$ cat src/rtl/rca_arb_pkg.sv
// Shared constants, helper function and ID type for the round-robin adder arbiter.
package rca_arb_pkg;

    localparam int DATA_W      = 32;
    localparam int NUM_REQ_DEF = 4;
    localparam int CNT_W_DEF   = 16;

    function automatic int clog2(input int n);
        int r;
        r = 0;
        while ((1 << r) < n) r++;
        return r;
    endfunction

    // Requester index type for the default configuration
    typedef logic [clog2(NUM_REQ_DEF)-1:0] req_id_t;

endpackage

$ cat src/rtl/rca32.sv
// 32-bit ripple-carry adder, purely combinational datapath shared by the arbiter.
module rca32
    import rca_arb_pkg::*;
(
    input  logic [DATA_W-1:0] a,
    input  logic [DATA_W-1:0] b,
    input  logic              ci,
    output logic [DATA_W-1:0] s,
    output logic              co
);

    logic carry;

    always_comb begin
        carry = ci;
        s     = '0;
        for (int unsigned i = 0; i < DATA_W; i++) begin
            s[i]  = a[i] ^ b[i] ^ carry;
            carry = (a[i] & b[i]) | (carry & (a[i] ^ b[i]));
        end
        co = carry;
    end

endmodule

$ cat src/rtl/rca_rr_pick.sv
// Combinational round-robin picker: first set req strictly above ptr, else lowest set req.
module rca_rr_pick
    import rca_arb_pkg::*;
#(
    parameter  int NUM_REQ = NUM_REQ_DEF,
    localparam int ID_W    = clog2(NUM_REQ)
) (
    input  logic [NUM_REQ-1:0] req,
    input  logic [ID_W-1:0]    ptr,
    output logic [NUM_REQ-1:0] win_oh,
    output logic [ID_W-1:0]    win_idx,
    output logic               any
);

    logic [NUM_REQ-1:0] hi_mask;
    logic [NUM_REQ-1:0] hi_req;
    logic [NUM_REQ-1:0] pool;

    always_comb begin
        hi_mask = '0;
        for (int unsigned i = 0; i < NUM_REQ; i++) begin
            hi_mask[i] = (ID_W'(i) > ptr);
        end
        hi_req = req & hi_mask;
        // Wrap-around: when nothing is set above ptr, restart from index 0
        pool   = (hi_req != '0) ? hi_req : req;

        win_oh  = '0;
        win_idx = '0;
        for (int unsigned i = NUM_REQ; i > 0; i--) begin
            if (pool[i-1]) begin
                win_oh       = '0;
                win_oh[i-1]  = 1'b1;
                win_idx      = ID_W'(i - 1);
            end
        end
        any = |req;
    end

endmodule

$ cat src/rtl/rca_arbiter.sv
// Round-robin shared registered 32-bit adder; result two edges after operand sampling.
// Optional signed-overflow output ovf_rca is enabled by defining RCA_ARB_OVF_EN.
module rca_arbiter
    import rca_arb_pkg::*;
#(
    parameter  int NUM_REQ = NUM_REQ_DEF,
    parameter  int CNT_W   = CNT_W_DEF,
    localparam int ID_W    = clog2(NUM_REQ)
) (
    input  logic                      clock,
    input  logic                      reset,
    input  logic [NUM_REQ-1:0]        req,
    input  logic [NUM_REQ*DATA_W-1:0] a_in,
    input  logic [NUM_REQ*DATA_W-1:0] b_in,
    input  logic [NUM_REQ-1:0]        ci_in,
    input  logic                      accept_en,
    output logic [NUM_REQ-1:0]        gnt,
    output logic [DATA_W-1:0]         s_rca,
    output logic                      co_rca,
    output logic                      rsp_valid,
    output logic [ID_W-1:0]           rsp_id,
    output logic [CNT_W-1:0]          op_count
`ifdef RCA_ARB_OVF_EN
   ,output logic                      ovf_rca
`endif
);

    logic [ID_W-1:0]    ptr_q,  ptr_d;
    logic [NUM_REQ-1:0] gnt_q,  gnt_d;
    logic [DATA_W-1:0]  a_q,    a_d;
    logic [DATA_W-1:0]  b_q,    b_d;
    logic               ci_q,   ci_d;
    logic               v1_q,   v1_d;
    logic [ID_W-1:0]    id1_q,  id1_d;
    logic [DATA_W-1:0]  s_q,    s_d;
    logic               co_q,   co_d;
    logic               rv_q,   rv_d;
    logic [ID_W-1:0]    rid_q,  rid_d;
    logic [CNT_W-1:0]   cnt_q,  cnt_d;

    logic [NUM_REQ-1:0] win_oh;
    logic [ID_W-1:0]    win_idx;
    logic               any_req;
    logic [DATA_W-1:0]  a_sel, b_sel;
    logic               ci_sel;
    logic [DATA_W-1:0]  sum;
    logic               sum_co;

    rca_rr_pick #(
        .NUM_REQ (NUM_REQ)
    ) u_pick (
        .req     (req),
        .ptr     (ptr_q),
        .win_oh  (win_oh),
        .win_idx (win_idx),
        .any     (any_req)
    );

    rca32 u_rca (
        .a  (a_q),
        .b  (b_q),
        .ci (ci_q),
        .s  (sum),
        .co (sum_co)
    );

    always_comb begin
        a_sel  = '0;
        b_sel  = '0;
        ci_sel = 1'b0;
        for (int unsigned i = 0; i < NUM_REQ; i++) begin
            if (win_oh[i]) begin
                a_sel  = a_in[i*DATA_W +: DATA_W];
                b_sel  = b_in[i*DATA_W +: DATA_W];
                ci_sel = ci_in[i];
            end
        end
    end

    always_comb begin
        ptr_d = ptr_q;
        gnt_d = '0;
        a_d   = a_q;
        b_d   = b_q;
        ci_d  = ci_q;
        v1_d  = 1'b0;
        id1_d = id1_q;
        if (accept_en && any_req) begin
            a_d   = a_sel;
            b_d   = b_sel;
            ci_d  = ci_sel;
            v1_d  = 1'b1;
            id1_d = win_idx;
            gnt_d = win_oh;
            ptr_d = win_idx;
        end

        rv_d  = v1_q;
        rid_d = id1_q;
        s_d   = v1_q ? sum    : s_q;
        co_d  = v1_q ? sum_co : co_q;
        cnt_d = (v1_q && (cnt_q != '1)) ? cnt_q + 1'b1 : cnt_q;
    end

    always_ff @(posedge clock or posedge reset) begin
        if (reset) begin
            ptr_q <= ID_W'(NUM_REQ - 1);
            gnt_q <= '0;
            a_q   <= '0;
            b_q   <= '0;
            ci_q  <= 1'b0;
            v1_q  <= 1'b0;
            id1_q <= '0;
            s_q   <= '0;
            co_q  <= 1'b0;
            rv_q  <= 1'b0;
            rid_q <= '0;
            cnt_q <= '0;
        end else begin
            ptr_q <= ptr_d;
            gnt_q <= gnt_d;
            a_q   <= a_d;
            b_q   <= b_d;
            ci_q  <= ci_d;
            v1_q  <= v1_d;
            id1_q <= id1_d;
            s_q   <= s_d;
            co_q  <= co_d;
            rv_q  <= rv_d;
            rid_q <= rid_d;
            cnt_q <= cnt_d;
        end
    end

    assign gnt       = gnt_q;
    assign s_rca     = s_q;
    assign co_rca    = co_q;
    assign rsp_valid = rv_q;
    assign rsp_id    = rid_q;
    assign op_count  = cnt_q;

`ifdef RCA_ARB_OVF_EN
    logic ovf_q, ovf_d;

    always_comb begin
        ovf_d = ovf_q;
        if (v1_q) begin
            ovf_d = (a_q[DATA_W-1] == b_q[DATA_W-1]) && (sum[DATA_W-1] != a_q[DATA_W-1]);
        end
    end

    always_ff @(posedge clock or posedge reset) begin
        if (reset) ovf_q <= 1'b0;
        else       ovf_q <= ovf_d;
    end

    assign ovf_rca = ovf_q;
`endif

endmodule

$ cat config.mk
export PLATFORM = sky130hd
export DESIGN_NAME = rca_arbiter
export DESIGN_NICKNAME = d
export VERILOG_FILES = /design/src/rtl/rca_arb_pkg.sv /design/src/rtl/rca32.sv /design/src/rtl/rca_rr_pick.sv /design/src/rtl/rca_arbiter.sv
export SDC_FILE = /design/constraint.sdc
export NUM_CORES = 1
export LEC_CHECK = 0
export BUFFER_PORTS_ARGS = -buffer_cell sky130_fd_sc_hd__buf_4
export CAP_MARGIN = 40
export CORE_AREA = 2 2 127 129
export DETAILED_ROUTE_END_ITERATION = 8
export DIE_AREA = 0 0 129 131
export PLACE_DENSITY = 0.87
export SLEW_MARGIN = 25
export SYNTH_ARGS = -nofsm -noshare
export SYNTH_HDL_FRONTEND = slang
export SYNTH_HIERARCHICAL = 1
export SYNTH_SLANG_ARGS = --single-unit
$ cat constraint.sdc
create_clock -name clock -period 38.7 [get_ports clock]
set_input_delay 3.87 -clock clock [delete_from_list [all_inputs] [get_ports clock]]
set_output_delay 3.87 -clock clock [all_outputs]
set_load 0.02 [all_outputs]
# Word-level counts from Yosys, hierarchy flattened
# Index checks and enable logic that the tools add are counted.
[classes]
addsub = 1
eq_ne = 1
n_lt_le_gt_ge = 4
bitwise = 161
reduce_logical = 4
n_mux = 23
[op_table]
columns = ["cell", "n"]
rows = [
  ["$mux 32", 8],
  ["$and 1x1->1", 64],
  ["$xor 1x1->1", 64],
  ["$or 1x1->1", 32],
  ["$mux 4", 6],
  ["$add 16x1->16 const B", 1],
  ["$ne 16x16->1 const B", 1],
  ["$mux 2", 4],
  ["$mux 1", 5],
  ["$and 4x4->4", 1],
  ["$gt 1x2->1 const A", 2],
  ["$gt 2x2->1 const A", 2],
  ["$reduce_bool 4->1", 1],
  ["$reduce_or 4->1", 1],
  ["$logic_and 1x1->1", 2],
]
[word_totals]
elab_cells = 206
output_inout_bits = 56
register_bits = 126
in_bits = 267

# Logic depth before layout (Yosys ltp)
# Gate-level depths: netlist (run 1).
[logic_depth]
depth_word = 65
depth_mapped = 37
depth_no_buf = 37

# By module
# Netlist (run 1), hierarchy kept.
[by_module_without_submodules]
columns = ["module", "area_each_um2", "n_inst", "cells_each", "seq_area_each_um2"]
rows = [
  ["rca_arbiter", 6586.3, 1, 693, 3155.5],
  ["rca32", 678.2, 1, 42, 0.0],
  ["rca_rr_pick", 151.4, 1, 24, 0.0],
]

# Least setup slack after synthesis (run 1)
# OpenSTA, ideal clock, no wires.
[synth_timing]
kind = "reg-to-reg"
start = "register a_q[0]"
end = "register s_q[31], in the netlist s_rca[31]"
path_slack_ps = 25989
n_path_buf = 0
setup_ps = 65
synth_period_minus_slack_ps = 12711
required_ps = 38635
stages_incl_launch_ff = 38
t_arrival_ps = 12646
cell_sequence = "dfrtp_1 fa_1 fa_1 fa_1 fa_1 fa_1 fa_1 fa_1 fa_1 fa_1 fa_1 fa_1 fa_1 fa_1 fa_1 fa_1 fa_1 inv_1 (+2 left out) fa_1 fa_1 fa_1 fa_1 fa_1 fa_1 fa_1 fa_1 fa_1 fa_1 fa_1 fa_1 fa_1 fa_1 inv_1 fa_1 inv_1 mux2_2"
[synth_between]
elab_chain_len = 64
word_cells_on_any_way = 65
classes_between = "bitwise: 65"
[synth_lines]
columns = ["element", "line_no", "text"]
rows = [
  ["start, declared", "rca_arbiter.sv:30", "logic [DATA_W-1:0] a_q, a_d;"],
  ["start signal, assigned", "rca_arbiter.sv:109", "a_q <= '0;"],
  ["start signal, assigned", "rca_arbiter.sv:122", "a_q <= a_d;"],
  ["$xor 1x1->1", "rca32.sv:19", "carry = (a[i] & b[i]) | (carry & (a[i] ^ b[i]));"],
  ["$and 1x1->1", "rca32.sv:19", ""],
  ["$or 1x1->1 *", "rca32.sv:19", ""],
  ["$and 1x1->1 *", "rca32.sv:19", ""],
  ["$or 1x1->1 *", "rca32.sv:19", ""],
  ["$and 1x1->1 *", "rca32.sv:19", ""],
  ["$or 1x1->1 *", "rca32.sv:19", ""],
  ["$and 1x1->1 *", "rca32.sv:19", ""],
  ["(+49 left out)", "n/a", ""],
  ["$and 1x1->1 *", "rca32.sv:19", ""],
  ["$or 1x1->1 *", "rca32.sv:19", ""],
  ["$and 1x1->1 *", "rca32.sv:19", ""],
  ["$or 1x1->1 *", "rca32.sv:19", ""],
  ["$and 1x1->1 *", "rca32.sv:19", ""],
  ["$or 1x1->1 *", "rca32.sv:19", ""],
  ["$xor 1x1->1 *", "rca32.sv:18", "s[i] = a[i] ^ b[i] ^ carry;"],
  ["named net sum[31]", "rca_arbiter.sv:46", "logic [DATA_W-1:0] sum;"],
  ["end signal, assigned", "rca_arbiter.sv:114", "s_q <= '0;"],
  ["end signal, assigned", "rca_arbiter.sv:127", "s_q <= s_d;"],
  ["end, declared", "rca_arbiter.sv:35", "logic [DATA_W-1:0] s_q, s_d;"],
]
# The timed path passes the listed nets; every way through them passes the cells marked *.
# A chain may end at the register's enable or synchronous reset.

# Final worst setup path (run 1)
# Same ends and word-level chain as after synthesis.

==> results.txt, run 1 <==
- The count of buffers added on input and output ports is 322.
- Share of synthesized area occupied by flip-flops and latches: 0.426
- In this run, post-CTS repair resized a total of 0 instances.
- Of the available clock period, the critical path in the final layout requires 0.348.
- Cell area power density: 58.6 nW/um2
- The number of slew-limit violations in the final report is 0.
- The area growth from synthesis to layout is 44.7%.
- TritonCTS created 17 clock buffers.
- The floorplan has 46 rows.
* Kind of end point of the critical path: flop
* Total routing resource utilization after global routing: 0.281
* Slowest cell on the critical path: fa_1
* Residual antenna-violating net count after detailed routing: 0
* Clock sink count: 126
- Final routed DRC violation total: 0
- Max IR drop VDD: 0.0325 mV
- Arr. time, crit path: 13,820 ps
* Violation count after the first detailed-route iteration: 443
* Share of final-layout standard cells stronger than drive strength 1: 0.390
- By area the synthesized netlist is led by dfrtp_1, a21oi_1, fa_1.
* CTS root buffer: clkbuf_16
- Share of the synthesized area in the top cell type: 0.418
* Post-Synthesis Net Count: 1,059
* Hold/Removal Path Class: flop to flop
- Once the clock tree was built, the setup fixing pass inserted 0 buffers.
- Detailed-route via count: 7,198
* Wire length of the first global-routing pass: 36,600 um
* Setup TNS after final layout: 0 ps
* Maximum achievable frequency: 0.0743 GHz
- Measured on the finished design, the core utilization comes to 0.688.
- Die Footprint: 16,900 um2
* Drt first pass iters: 5
* Commonest cells after routing, fill and taps aside: buf_4, a21oi_1, dfrtp_1, inv_1, nor2_1
* I/O pin count: 323
- Leak pwr: 5.23 nW
- In this run the number of H-tree levels came out at 4.
- Clock skew: 9.36 ps
- In this run, distinct cell masters in the synthesized netlist total 41.
* Startpoint type of the worst setup path: flop
- Clock latency of the later-clocked register in the worst-skew pair: 410 ps
- TritonCTS built the clock tree.
- The number of global-route vias before repair was 7,303.
* Final wirelength: 23,400 um
- Hold violation count in the final report: 0
- A synthesized cell averages 9.77 um2.
- With fillers left out, the area of the finished cells amounts to 10,700 um2.
* Actual slew at the worst max-slew pin: 810 ps
* Ratio of routed vias to standard cells: 5.65
* Total Power Consumption: 0.629 mW
* Number of synthesis warnings: 6
- Final estimated routing congestion in global placement: 0.840
- Fin worst setup slack: 25,230 ps
- Netlist area before placement: 7420 um2
- The core region is 15,600 um2.
* Number of antenna cells inserted: 0
* Hold_buf cts: 0
- Max-cap violations in this run came to 0.
- Summed over all nets, the half-perimeter wirelength after detailed placement is 16,600 um.
- Outcome: finished, final reports clean
- In the synthesized netlist, the number of instances is 759.
- In this run the worst path has a maximum fanout of 2.
- The die is 129 um wide.
* Starting Density: 0.475
- Slew headroom: 0.460
- Worst Setup Path Type: flop to flop
- RSZ-0062 raised after global routing: false
- Min Tclk post-route: 13,470 ps
- The library cell used most frequently in the layout, excluding fill and tap cells, is buf_4.
- Timing analysis after detailed placement gives a worst setup slack of 25,330 ps.
- Initial antenna violation count: 0
- In this run the deepest clock path goes through 2 buffers.
- For this run, the slowest stage of the critical path takes 460 ps.
- Average wire per cell in the routed design: 18.4 um
* Number of nets in the layout: 1,346
- Height of the chip: 131 um
* Total congestion overflow after global routing: 0
* Required time worst endpoint: 39,050 ps
* Most frequent cell on the critical path: fa_1
* Clock edge transition at the registers on the reported setup and hold paths: 50 ps
* Total of flip-flops plus latches after synthesis: 126
- Cell area reported after detailed placement: 9960 um2
* Maximum number of pins on one net before global-route repair: 88
- Final setup violating endpoints: 0
- Synth area leader: dfrtp_1
[power breakdown]
part / leakage (nW) / internal [mW] / switching, mW
clock network: 0.336 / 0.128 / 0.0577
registers: 1.49 / 0.172 / 0.0322
logic: 3.40 / 0.117 / 0.123
total: 5.23 / 0.416 / 0.213
[logic make-up (layout without fill, tap and decap cells)]
kind of cell | Yosys count | count (layout) | share of synthesized area
AOI/OAI and AO/OA | 277 | 277 | 0.258
xor gates and xnor gates | 11 | 11 | 0.0130
adders and majority gates | 33 | 33 | 0.0881
buffers and inverters | 144 | 444 | 0.0761
DFF | 126 | 126 | 0.426
muxes | 35 | 35 | 0.0531
and+or+nand+nor | 133 | 133 | 0.0864
[cells in the mapped netlist (all sizes together)]
| cell type | count |
|---|---|
| nor4 | 4 |
| dfstp | 2 |
| and3 | 5 |
| ha | 1 |
| nand2 | 23 |
| a21oi | 135 |
| o22ai | 1 |
| buf | 18 |
| mux2 | 35 |
| nor2b | 2 |
| nand3 | 5 |
| inv | 80 |
| nor2 | 75 |
| fa | 32 |
| xor2 | 10 |
| dfrtp | 124 |
| nand2b | 3 |
| nand4 | 5 |
| a211o | 64 |
| a32o | 1 |
| and2b | 1 |
| o32ai | 1 |
| a41o | 1 |
| o32a | 1 |
| a221oi | 65 |
| clkbuf | 46 |
| o21ai | 3 |
| o221a | 2 |
| o21a | 1 |
| nor3 | 6 |
| xnor2 | 1 |
| o2bb2ai | 1 |
| and4 | 4 |
| a21boi | 1 |
[cell type report]
type / count / area, um2
inverters: 80 / 305
flip-flops and latches: 126 / 3160
clock buffers: 22 / 484
well taps: 216 / 270
multi-input cells: 489 / 3740
fillers: 1156 / 4860
clock inverters: 10 / 206
repair buffers: 332 / 2560
[metrics by stage]
step           instances  hold WS, ps
2_1_floorplan        759          352
5_1_grt             1275          390
3_3_place_gp        1239          360
6_report            1275          377
4_1_cts             1272          381
3_5_place_dp        1240          374
[worst max-delay path, delay by kind of cell (launching register included)]
kind / cells / cell delay [ps]
buffers and inverters: 4 / 260
adders and majority gates: 32 / 12580
muxes: 1 / 130
DFF: 1 / 410
[metal layers]
metal | vias to the layer above | GRT usage | share of wire
li1 | 3306 | - | -
met5 | - | 0 | 0
met1 | 3494 | 0.323 | 0.37
met4 | 0 | 0.135 | 0.039
met2 | 330 | 0.497 | 0.52
met3 | 68 | 0.0635 | 0.073
[sequential cells by signal (all words and copies together) (netlist names)]
signal,count
rsp_valid,1
gnt,4
co_rca,1
b_q,32
ci_q,1
s_rca,32
a_q,32
rv_d,1
ptr_q,2
op_count,16
rsp_id,2
id1_q,2
[final timing paths]
kind / endpoint / slack [ps] / startpoint / cells past startpoint
max in group asynchronous: ptr_q[1] / 34560 / reset / 4
worst min-delay path: rsp_id[0] / 380 / id1_q[0] / 0
min in group asynchronous: gnt[1] / 3390 / reset / 2
worst max-delay path: s_rca[31] / 25230 / a_q[0] / 37
worst min register to register: rsp_id[0] / 380 / id1_q[0] / 0
worst max register to register: s_rca[31] / 25230 / a_q[0] / 37
No activity file was read; power rests on OpenSTA's default activity.
==> run 2, diff against run 1 <==
--- a/config.mk
+++ b/config.mk
@@ -5,12 +5,14 @@
 export SDC_FILE = /design/constraint.sdc
 export NUM_CORES = 1
 export LEC_CHECK = 0
+export ABC_AREA = 1
 export BUFFER_PORTS_ARGS = -buffer_cell sky130_fd_sc_hd__buf_4
 export CAP_MARGIN = 40
-export CORE_AREA = 2 2 127 129
+export CORE_ASPECT_RATIO = 1.75
+export CORE_MARGIN = 2
+export CORE_UTILIZATION = 44
 export DETAILED_ROUTE_END_ITERATION = 8
-export DIE_AREA = 0 0 129 131
-export PLACE_DENSITY = 0.87
+export PLACE_DENSITY = 0.84
 export SLEW_MARGIN = 25
 export SYNTH_ARGS = -nofsm -noshare
 export SYNTH_HDL_FRONTEND = slang
==> constraint.sdc (replaced) <==
create_clock -name clock -period 11.1 [get_ports clock]
set_input_delay 1.11 -clock clock [delete_from_list [all_inputs] [get_ports clock]]
set_output_delay 1.11 -clock clock [all_outputs]
set_load 0.02 [all_outputs]
==> run 2 against run 1 <==
Compared with the run above:
- the flow now finishes with violations (setup timing)
- critical path depth grew 1
- clock skew increased by 1.7 ps
- sequential share of layout area about the same
- flip-flop and latch count unchanged
- cell area increased by 0.13%
- die area rose by 8.2%
- clock power grew to 3.0 times the previous value
- highest routed layer is now met5
- core utilization decreased by 5.1 points
==> results.txt, run 2 <==
- The flow ran to the end, but the final reports show violations.
- Violations in the final reports: setup timing
- The count of nets left with antenna violations after detail routing came to 0 (unchanged).
- The total core area came to 16,900 um2 (+8.2%).
- The worst hold slack after final layout was 376 ps (-1.07 ps).
- Commonest cells after routing, fill and taps aside: buf_4, nand2_1, dfrtp_1, nand3_1, a21oi_1
* Slowest cell on the critical path: fa_2
- The cell that appears most often on the critical path is fa_2.
- Leak pwr: 5.46 nW (+4.5%)
- The count of unique library cells instantiated by Yosys was 29 (-29%).
- Synthesis-to-layout area growth: 42.1%
- Min Tclk post-route: 12,000 ps (-1460 ps)
- The worst endpoint required time is 11,460 ps (-27,590 ps).
* Fin worst setup slack: -902 ps (-26,140 ps)
- Maximum number of pins on one net before global-route repair: 75 (-15%)
- The final core area utilization is 0.637 (-0.0510).
* Topmost layer with routed signal wires: met5
- The number of slew-limit violations in the final report came to 0 (unchanged).
- Number of buffer cells added on primary ports: 322 (unchanged)
* Clock skew: 11.1 ps (+1.75 ps)
- Violation count after the first detailed-route iteration: 439 (-0.90%)
- Met1 Routed Length: 9470 um (+8.8%)
- Cell count after synthesis: 907 (+19%)
- Ranked by total cell area, the synthesized netlist is headed by dfrtp_1, nand2_1, fa_1.
* Number of instances resized during post-cts repair: 0 (unchanged)
- Slew headroom: 0.446 (-0.0144)
- In the synthesized netlist the dominant register cell turns out to be dfrtp_1.
- Number of synthesis warnings: 6 (unchanged)
- The setup-violating endpoint count in the final report is 4 (+4).
- The die extent in y was 177 um (+35%).
* Worst-path maximum fanout: 2 (unchanged)
- The worst setup path is launched from a flop.
- Ratio of routed vias to standard cells: 5.57 (-1.4%)
- The count of flip-flops with a built-in enable after synthesis was 0 (unchanged).
- Hold violation count in the final report: 0 (unchanged)
- The wire length on met2 came to 14,200 um (+17%).
- Net load switching power: 0.775 mW (+260%)
* Count leader, synth: nand2_1
- The total via count after detailed routing was 7,971 (+11%).
- Share of final-layout standard cells stronger than drive strength 1: 0.355 (-0.0345)
* Maximum achievable frequency: 0.0833 GHz (+12%)
- The clock sink count is 126 (unchanged).
* I/O pin count: 323 (unchanged)
* Most frequent standard cell in the layout excluding fill and tap cells: buf_4
* Max IR drop VDD: 0.0994 mV (+210%)
- Share of the synthesized area in the top cell type: 0.410 (-0.00803)
- The post-synthesis net count came to 1,207 (+14%).
- The cell row count came to 63 (+37%).
- Metal3 WL: 2400 um (+40%)
* Portion of total power attributed to combinational logic: 0.382 (about the same)
- Synth area leader: dfrtp_1
- The total CTS buffers was 17 (unchanged).
* Share of synthesized area occupied by flip-flops and latches: 0.417 (-0.00817)
* Worst Setup Path Type: flop to flop
- The async set-or-reset flop fraction in the synthesized netlist was 1.00 (unchanged).
- STA classifies the critical path endpoint as a flop.
- Post-detailed-placement half-perimeter wirelength: 19,600 um (+18%)
* Arr. time, crit path: 12,360 ps (-1460 ps)
* Switching Share: 0.378 (+0.0391)
- The clock slew at the register clock pins of the worst setup and hold paths is 60 ps (about the same).
* Total of flip-flops plus latches after synthesis: 126 (unchanged)
* Portion of total power attributed to the clock network: 0.272 (-0.022)
- Horizontal die dimension: 103 um (-20%)
- The final critical-path share of the clock period was 1.08 (+0.733).
- In this run the clock root is driven by a clkbuf_16.
- The min-delay analysis places its worst path in the category flop to flop.
* Final wirelength: 27,300 um (+17%)
* Cell area power density: 191 nW/um2 (+230%)
* Number of nets in the layout: 1,491 (+11%)
- Largest stage delay on the critical path: 410 ps (-50 ps)
* Clock latency of the later-clocked register in the worst-skew pair: 420 ps (about the same)
- The average wire per cell in the routed design is 19.1 um (+3.8%).
- The total routing resource utilization after global routing came to 0.299 (+0.0187).
* CTS tree: yes
* Portion of total power attributed to sequential cells: 0.345 (+0.021)
* CP bufs+invs: 4 (unchanged)
* Synthesized area per cell: 8.34 um2 (-15%)
- Top post-synthesis cells by count: nand2_1, dfrtp_1, nand3_1
* Netlist area before placement: 7560 um2 (+2.0%)
- The worst-case clock buffer depth was 2 (unchanged).
* RSZ-0062 raised after global routing: true
- Gate family responsible for the most delay along the worst path: adder cells
- The effective utilization at floorplan was 0.448 (-0.0272).
- Max capacitance violation total: 0 (unchanged)
- Via count of the first global-routing pass: 7,790 (+6.7%)
- Final routed DRC violation total: 0 (unchanged)
- Actual slew at the worst max-slew pin: 830 ps (+19.7 ps)
* Wire length of the first global-routing pass: 41,200 um (+13%)
- Number of H-tree levels: 4 (unchanged)
- Drt first pass iters: 6 (+1)
- The area of all placed cells without fillers came to 10,700 um2 (+0.13%).
- The cell internal power dissipation is 1.27 mW (+210%).
- The routability congestion estimate came to 0.944 (+12%).
* Initial antenna violation count: 2 (+2)
- The die area was 18,300 um2 (+8.2%).
- The leftover overflow at the end of global routing was 0 (unchanged).
- Cell area reported after detailed placement: 10,100 um2 (+1.4%)
[run 2: cell types whose count changed in the layout (fill, tap and decap cells not counted), sizes merged, moves of 35 or more]
cell     before  now
a221oi       65    0
mux2         35    0
nand2        23  323
a211o        64    0
nor2         75   28
a22oi         0   65
nand3         5   76
o2111ai       0   65
a21oi       135   66
inv          80   36
[run 2: per-stage QoR]
step	TNS (ps)	std cells	power, mW	worst slack, ps
after floorplan	-727	907	1.16	-428
after global placement	-1880	1396	1.46	-791
after detailed placement	-2350	1396	1.49	-893
after CTS	-2430	1428	2.05	-917
after global routing	-3410	1432	2.17	-1170
final	-2390	1432	2.05	-902
[run 2: area by class of cell]
cell class	instances	area (um2)
fillers	1463	6120
multi-input cells	673	4010
flip-flops and latches	126	3160
repair buffers	338	2570
clock buffers	19	453
well taps	227	284
clock inverters	13	139
inverters	35	136
diodes	1	2.50
[run 2: layer usage]
layer	GRT usage	up-vias
li1	-	3705
met1	0.346	3746
met2	0.505	434
met3	0.0863	84
met4	0.137	2
met5	0	-
[run 2: worst paths after layout]
check / startpoint / endpoint / slack [ps] / cells after the start
worst max register to register: a_q[0] / s_rca[31] / -900 / 38
max in group asynchronous: reset / ptr_q[0] / 9340 / 4
worst min register to register: id1_q[1] / rsp_id[1] / 380 / 0
worst min-delay path: id1_q[1] / rsp_id[1] / 380 / 0
worst max-delay path: a_q[0] / s_rca[31] / -900 / 38
min in group asynchronous: reset / s_rca[13] / 750 / 2
[run 2: worst register-to-register path: cells and delay by family, from the launching register on]
family | cells | cell delay (ps)
adders and majority gates | 32 | 11210
DFF | 1 | 400
buffers and inverters | 4 | 240
and+or+nand+nor | 2 | 130
[run 2: cell families after synthesis]
family	Yosys count	share of synthesized area
buffers and inverters	108	0.0652
AOI/OAI and AO/OA	200	0.188
xor gates and xnor gates	8	0.00927
adders and majority gates	33	0.0864
DFF	126	0.417
and+or+nand+nor	432	0.234
[run 2: timing repair]
item                       CTS  global route
setup endpoints to repair    4             5
pin swaps                    1             3
setup buffers                0             1
hold buffers                 0             0
[run 2: power groups by stage]
| stage | clock network (mW) | logic, mW | registers, mW |
|---|---|---|---|
| 5_1_grt | 0.584 | 0.863 | 0.727 |
| 6_report | 0.558 | 0.784 | 0.708 |
| 3_3_place_gp | 0 | 0.751 | 0.707 |
| 4_1_cts | 0.563 | 0.779 | 0.710 |
| 2_1_floorplan | 0 | 0.383 | 0.775 |
| 3_5_place_dp | 0 | 0.774 | 0.716 |
